### config.mk
export PLATFORM = sky130hd
export DESIGN_NAME = div_unit
export DESIGN_NICKNAME = d
export VERILOG_FILES = /design/src/rtl/div_unit_pkg.sv /design/src/rtl/div_iter.sv /design/src/rtl/div_unit.sv
export SDC_FILE = /design/constraint.sdc
export NUM_CORES = 1
export LEC_CHECK = 0
export ABC_AREA = 0
export CAP_MARGIN = 30
export CORE_ASPECT_RATIO = 1.4
export CORE_MARGIN = 2
export CORE_UTILIZATION = 40
export CTS_CLUSTER_DIAMETER = 100
export DETAILED_ROUTE_END_ITERATION = 8
export PLACE_DENSITY = 0.64
export SETUP_SLACK_MARGIN = 0.02
export SYNTH_ARGS = -nofsm -noshare
export SYNTH_HDL_FRONTEND = slang
export SYNTH_SLANG_ARGS = --single-unit
### constraint.sdc
create_clock -name clk -period 5.8 [get_ports clk]
set_clock_uncertainty 0.1 [all_clocks]
set_input_delay 0.87 -clock clk [delete_from_list [all_inputs] [get_ports clk]]
set_output_delay 0.87 -clock clk [all_outputs]
set_load 0.05 [all_outputs]
### src/rtl/div_unit_pkg.sv
// Shared pipeline definitions: ALU control encodings consumed by the divider
// and the divider FSM state type.
package div_unit_pkg;

  localparam logic [7:0] ALU_NOP  = 8'h00;
  localparam logic [7:0] ALU_DIV  = 8'h1A;
  localparam logic [7:0] ALU_DIVU = 8'h1B;

  typedef enum logic [1:0] {
    IDLE = 2'd0,
    BUSY = 2'd1,
    DONE = 2'd2
  } divState_t;

  function automatic logic isDivOp(input logic [7:0] code);
    return (code == ALU_DIV) || (code == ALU_DIVU);
  endfunction

endpackage

### src/rtl/div_iter.sv
// Restoring shift-subtract datapath: one quotient bit per step, with the
// next-step values exposed so the caller can capture the final step directly.
module div_iter #(
  parameter int WIDTH = 32
) (
  input  logic             clk,
  input  logic             rst,
  input  logic             load,
  input  logic             step,
  input  logic [WIDTH-1:0] dividend,
  input  logic [WIDTH-1:0] divisor,
  output logic [WIDTH-1:0] remNext,
  output logic [WIDTH-1:0] quoNext
);

  logic [WIDTH-1:0] remReg;
  logic [WIDTH-1:0] quoReg;
  logic [WIDTH-1:0] divisorReg;
  logic [WIDTH:0]   shifted;
  logic [WIDTH:0]   diff;
  logic             noBorrow;

  // The shifted partial remainder needs one extra bit before the trial subtract.
  always_comb begin
    shifted  = {remReg, quoReg[WIDTH-1]};
    diff     = shifted - {1'b0, divisorReg};
    noBorrow = (shifted >= {1'b0, divisorReg});
    if (noBorrow) begin
      remNext = diff[WIDTH-1:0];
      quoNext = {quoReg[WIDTH-2:0], 1'b1};
    end else begin
      remNext = shifted[WIDTH-1:0];
      quoNext = {quoReg[WIDTH-2:0], 1'b0};
    end
  end

  always_ff @(posedge clk or negedge rst) begin
    if (!rst) begin
      remReg     <= '0;
      quoReg     <= '0;
      divisorReg <= '0;
    end else if (load) begin
      remReg     <= '0;
      quoReg     <= dividend;
      divisorReg <= divisor;
    end else if (step) begin
      remReg <= remNext;
      quoReg <= quoNext;
    end
  end

endmodule

### src/rtl/div_unit.sv
// Execute-stage iterative divider: sign pre-processing, WIDTH restoring steps,
// sign fix-up, and the stall/ready handshake with the pipeline.
module div_unit
  import div_unit_pkg::*;
#(
  parameter int WIDTH = 32
) (
  input  logic                 clk,
  input  logic                 rst,
  input  logic [7:0]           alucontrolE,
  input  logic [WIDTH-1:0]     srcaE,
  input  logic [WIDTH-1:0]     srcbE,
  input  logic                 flushE,
  input  logic                 stallE,
  output logic                 stall_divE,
  output logic                 div_readyE,
  output logic [2*WIDTH-1:0]   hilo_divE
);

  localparam int CW = $clog2(WIDTH);
  localparam logic [CW-1:0] LAST = CW'(WIDTH - 1);

  divState_t        state;
  logic [CW-1:0]    count;
  logic             quoNeg;
  logic             remNeg;
  logic             byZero;
  logic             readyReg;
  logic [2*WIDTH-1:0] hiloReg;

  logic             startOp;
  logic             signedOp;
  logic             aNeg;
  logic             bNeg;
  logic [WIDTH-1:0] absA;
  logic [WIDTH-1:0] absB;
  logic [WIDTH-1:0] remNext;
  logic [WIDTH-1:0] quoNext;
  logic [WIDTH-1:0] fixQuo;
  logic [WIDTH-1:0] fixRem;

  // Operands are reduced to magnitudes so the core only ever divides unsigned.
  always_comb begin
    startOp  = (state == IDLE) && isDivOp(alucontrolE) && !flushE;
    signedOp = (alucontrolE == ALU_DIV);
    aNeg     = signedOp && srcaE[WIDTH-1];
    bNeg     = signedOp && srcbE[WIDTH-1];
    absA     = aNeg ? (~srcaE + 1'b1) : srcaE;
    absB     = bNeg ? (~srcbE + 1'b1) : srcbE;
  end

  // Divide-by-zero forces an all-ones quotient; the remainder magnitude is then
  // |dividend|, which the dividend-sign fix-up turns back into the original value.
  always_comb begin
    fixRem = remNeg ? (~remNext + 1'b1) : remNext;
    if (byZero) begin
      fixQuo = '1;
    end else begin
      fixQuo = quoNeg ? (~quoNext + 1'b1) : quoNext;
    end
  end

  div_iter #(.WIDTH(WIDTH)) uIter (
    .clk      (clk),
    .rst      (rst),
    .load     (startOp),
    .step     ((state == BUSY) && !flushE),
    .dividend (absA),
    .divisor  (absB),
    .remNext  (remNext),
    .quoNext  (quoNext)
  );

  always_ff @(posedge clk or negedge rst) begin
    if (!rst) begin
      state    <= IDLE;
      count    <= '0;
      quoNeg   <= 1'b0;
      remNeg   <= 1'b0;
      byZero   <= 1'b0;
      readyReg <= 1'b0;
      hiloReg  <= '0;
    end else if (flushE) begin
      state    <= IDLE;
      count    <= '0;
      readyReg <= 1'b0;
      hiloReg  <= '0;
    end else begin
      case (state)
        IDLE: begin
          if (startOp) begin
            state  <= BUSY;
            count  <= '0;
            quoNeg <= aNeg ^ bNeg;
            remNeg <= aNeg;
            byZero <= (srcbE == '0);
          end
        end
        BUSY: begin
          count <= count + 1'b1;
          if (count == LAST) begin
            state    <= DONE;
            readyReg <= 1'b1;
            hiloReg  <= {fixRem, fixQuo};
          end
        end
        DONE: begin
          if (!stallE) begin
            state    <= IDLE;
            readyReg <= 1'b0;
            hiloReg  <= '0;
          end
        end
        default: state <= IDLE;
      endcase
    end
  end

  // Reset gates the Mealy stall so every output reads 0 while reset is held.
  assign stall_divE = rst && (startOp || ((state == BUSY) && !flushE));
  assign div_readyE = readyReg;
  assign hilo_divE  = hiloReg;

endmodule

==> impl_results.md <==
* Antenna Nets Post-Route at 0
* Sequential cell area fraction in the yosys report at a little over a third
* Register bit total from synthesis at ~170
* Initial Utilization at about two fifths
* Share of cells above drive strength 1 at approximately 4.1%
* Die height at ~210 um
* Post-layout nets at approximately 1800
* Post-Route WL at a little over 40000 um
* Core footprint at 30100 um2
* Die area at 32100 um2
* Final hold violations at 0
* Met1 WL at roughly 15000 um
* Syn_nets at about 1700
* Fmax at around 0.2 GHz
* Most frequent cell after synthesis: nand2_1
* Kind of critical path: flop to flop
* Post-synth top cells: nand2_1 (254), o21ai_0 (185), dfrtp_1 (171)
* Mean post-synth cell area at slightly below 8 um2
* Post-DP HPWL at ~32000 um
* IO Count at ~140
* Pin count of the biggest net entering global routing at between 90 and 100
* WP data required at 6.02 ns
* WL met3 at 1400 um
* Worst-case clock buffer depth at 2
* Initial antenna violation count at 1
* GP Congestion at ~0.95
* Wire length on met2 at 22000 um
* H-tree level count at 4
* Most common flop cell mapped by yosys: dfrtp_1
* PwrDens at around 360 nW/um2
* Clk sinks at roughly 170
* Yosys cell types at 74
* Slew Limit Fails at 0
* Main area contributors after synthesis: dfrtp_1 (35%), nand2_1 (7.8%), o21ai_0 (7.5%)
* Cts hold-fix bufs at 0
* Per-cell routed wire length at 20.3 um
* LEAKAGE at approximately 6 nW
* Hold Path Class: input port to async pin
* Crit path time final at ~5 ns
* Mapped Area at between 10000 and 15000 um2
* Drt drc at 0
* Post-cts resize count at 0
* Root Buffer: clkbuf_16
* Asr flop ratio synth at between 90% and 100%
* Crit path max fanout at 16
* Worst-path clk slew at approximately 0.070 ns
* Vias in the first global route at approximately 12000
* Port bufs at 141
* Max-slew headroom at about a third
* Worst path slowest cell: or3_2
* FILL cells at 2974
* First-pass detailed-route iteration total at 7
* Setup crit end kind: flop
* Peak supply drop at 0.214 mV
* Setup violators final at 0
* Post-CTS Setup Repair Bufs at 0
* DR top layer: met4
* RSZ-0062 raised after global routing: false
* Fin worst setup slack at 0.791 ns
* Number of synthesized flops with an enable pin at 0
* Row count at 75
* Biggest area consumer among synthesized cells: dfrtp_1
* Worst path max stage delay at 0.59 ns
* Top cell type's share of synthesized area at roughly a third
* Max Cap Viol at 0
* Total CTS buffers at 17
* Critical path startpoint category: flop
* Die Width at around 150 um
* First-pass GRT wire length at 64900 um
* Total GRT Usage at about a quarter
* Ys Warns at 0
* Post-DR vias/cell at between 5 and 6
* Cell Chain, Critical Path: ha_1 > a21oi_1 > o21bai_1 > o21ai_0 > a21oi_1 > or3_2 > inv_4 > mux2i_1 > ha_1 > nand2_1 > o31a_1 > a221oi_2 > nand4_1 > o41ai_2 > xor2_1 > o21ai_1
* Synthesis-to-finish area growth at 18.7%
* Vias at approximately 12000
* Crit path DAT at approximately 5.2 ns
* Period utilization at between 80% and 90%
* Overflow after GRT at 0
* Worst-Margin Slew at about 1.0 ns
* Setup TNS at 0 ns
* Iteration-0 DRC Markers at ~740
* Status: complete, no violations
* Mapped Cells at roughly 1600
* TritonCTS clock tree: done
* Clk Latency, worst-skew pair at approximately 0.45 ns
* Pre-CTS setup slack at 0.881 ns
==> final timing paths <==
check | start | endpoint | slack [ns] | cells past startpoint
max | uIter.remReg[2]$_DFFE_PN0N_ | hilo_divE[62]$_DFFE_PN0P_ | 0.79 | 16
min | rst | uIter.divisorReg[13]$_DFFE_PN0P_ | 0.24 | 1
max reg2reg | uIter.remReg[2]$_DFFE_PN0N_ | hilo_divE[62]$_DFFE_PN0P_ | 0.79 | 16
min reg2reg | div_readyE$_DFFE_PN0P_ | div_readyE$_DFFE_PN0P_ | 0.38 | 2
max in group asynchronous | rst | hilo_divE[38]$_DFFE_PN0P_ | 3.66 | 4
min in group clk | div_readyE$_DFFE_PN0P_ | div_readyE$_DFFE_PN0P_ | 0.38 | 2
==> kinds of logic after synthesis <==
logic type | synth area share (%)
muxes | 2.00
DFF | 34.8
xor gates and xnor gates | 9.77
AOI/OAI and AO/OA | 22.1
adders and majority gates | 4.03
and+or+nand+nor | 22.3
buffers and inverters | 4.94
==> cell usage in the layout (no fill, tap or decap), types with 5 or more instances in the layout <==
cell type	n
nand2_1	254
o21ai_0	185
dfrtp_1	171
clkdlybuf4s50_1	140
nor2_1	134
xnor2_1	88
a21oi_1	78
inv_1	58
nand3_1	49
xor2_1	49
a31oi_1	42
ha_1	38
nor3_1	34
mux2i_1	20
a21o_1	19
o31ai_1	19
nand4_1	17
or4_1	17
clkbuf_16	17
a211oi_1	15
buf_4	14
nor4_1	13
and2_1	13
o41ai_1	13
and3_1	11
or3_1	11
nor2b_1	9
a22oi_1	8
nand2b_1	8
o21bai_1	7
a32o_1	5
o31a_1	5
==> sequential cells by signal (all words and copies together) (netlist names) <==
name / flops
div_readyE: 1
uIter.remReg: 32
hilo_divE: 64
quoNeg: 1
uIter.divisorReg: 32
remNeg: 1
state: 2
count: 5
byZero: 1
uIter.quoReg: 32
==> layout make-up <==
class	count	area, um2	share of cell area (%)
clock buffers	18	429	2.94
repair buffers	159	1600	11.0
well taps	385	482	3.31
flip-flops and latches	171	4280	29.4
inverters	59	224	1.54
diodes	1	2.50	0.0172
clock inverters	14	141	0.970
multi-input cells	1242	7420	50.9
==> metrics by stage <==
stage | cells | utilization (%) | power, W | hold slack [ns] | area, um2
CTS | 2047 | 48.3 | 0.00524 | 0.241 | 14500
finish | 2049 | 48.4 | 0.00527 | 0.237 | 14600
detailed placement | 2015 | 46.4 | 0.00409 | 0.367 | 14000
global placement | 2013 | 46.3 | 0.00409 | 0.360 | 13900
floorplan | 1565 | - | 0.00322 | 0.350 | 12300
global route | 2048 | 48.4 | 0.00559 | 0.259 | 14600
==> layer usage <==
layer | global-route usage [%] | vias up
met2 | 48.3 | 340
met3 | 3.83 | 113
met4 | 17.5 | 0
met5 | 0 | -
li1 | - | 5718
met1 | 26.2 | 5774
==> critical path, delay by kind of cell, from the launching register on <==
kind                       cells  cell delay, ns
muxes                          1            0.29
adders and majority gates      2            0.68
buffers and inverters          1            0.20
and+or+nand+nor                3            0.87
AOI/OAI and AO/OA              8            2.09
xor gates and xnor gates       1            0.18
DFF                            1            0.46
==> where the power goes <==
part / leakage [nW] / switching [W] / internal (W)
registers: 2.30 / 0.000187 / 0.00131
logic: 3.39 / 0.00169 / 0.000941
clock network: 0.280 / 0.000541 / 0.000603
Power figures use the tool's default switching activity.
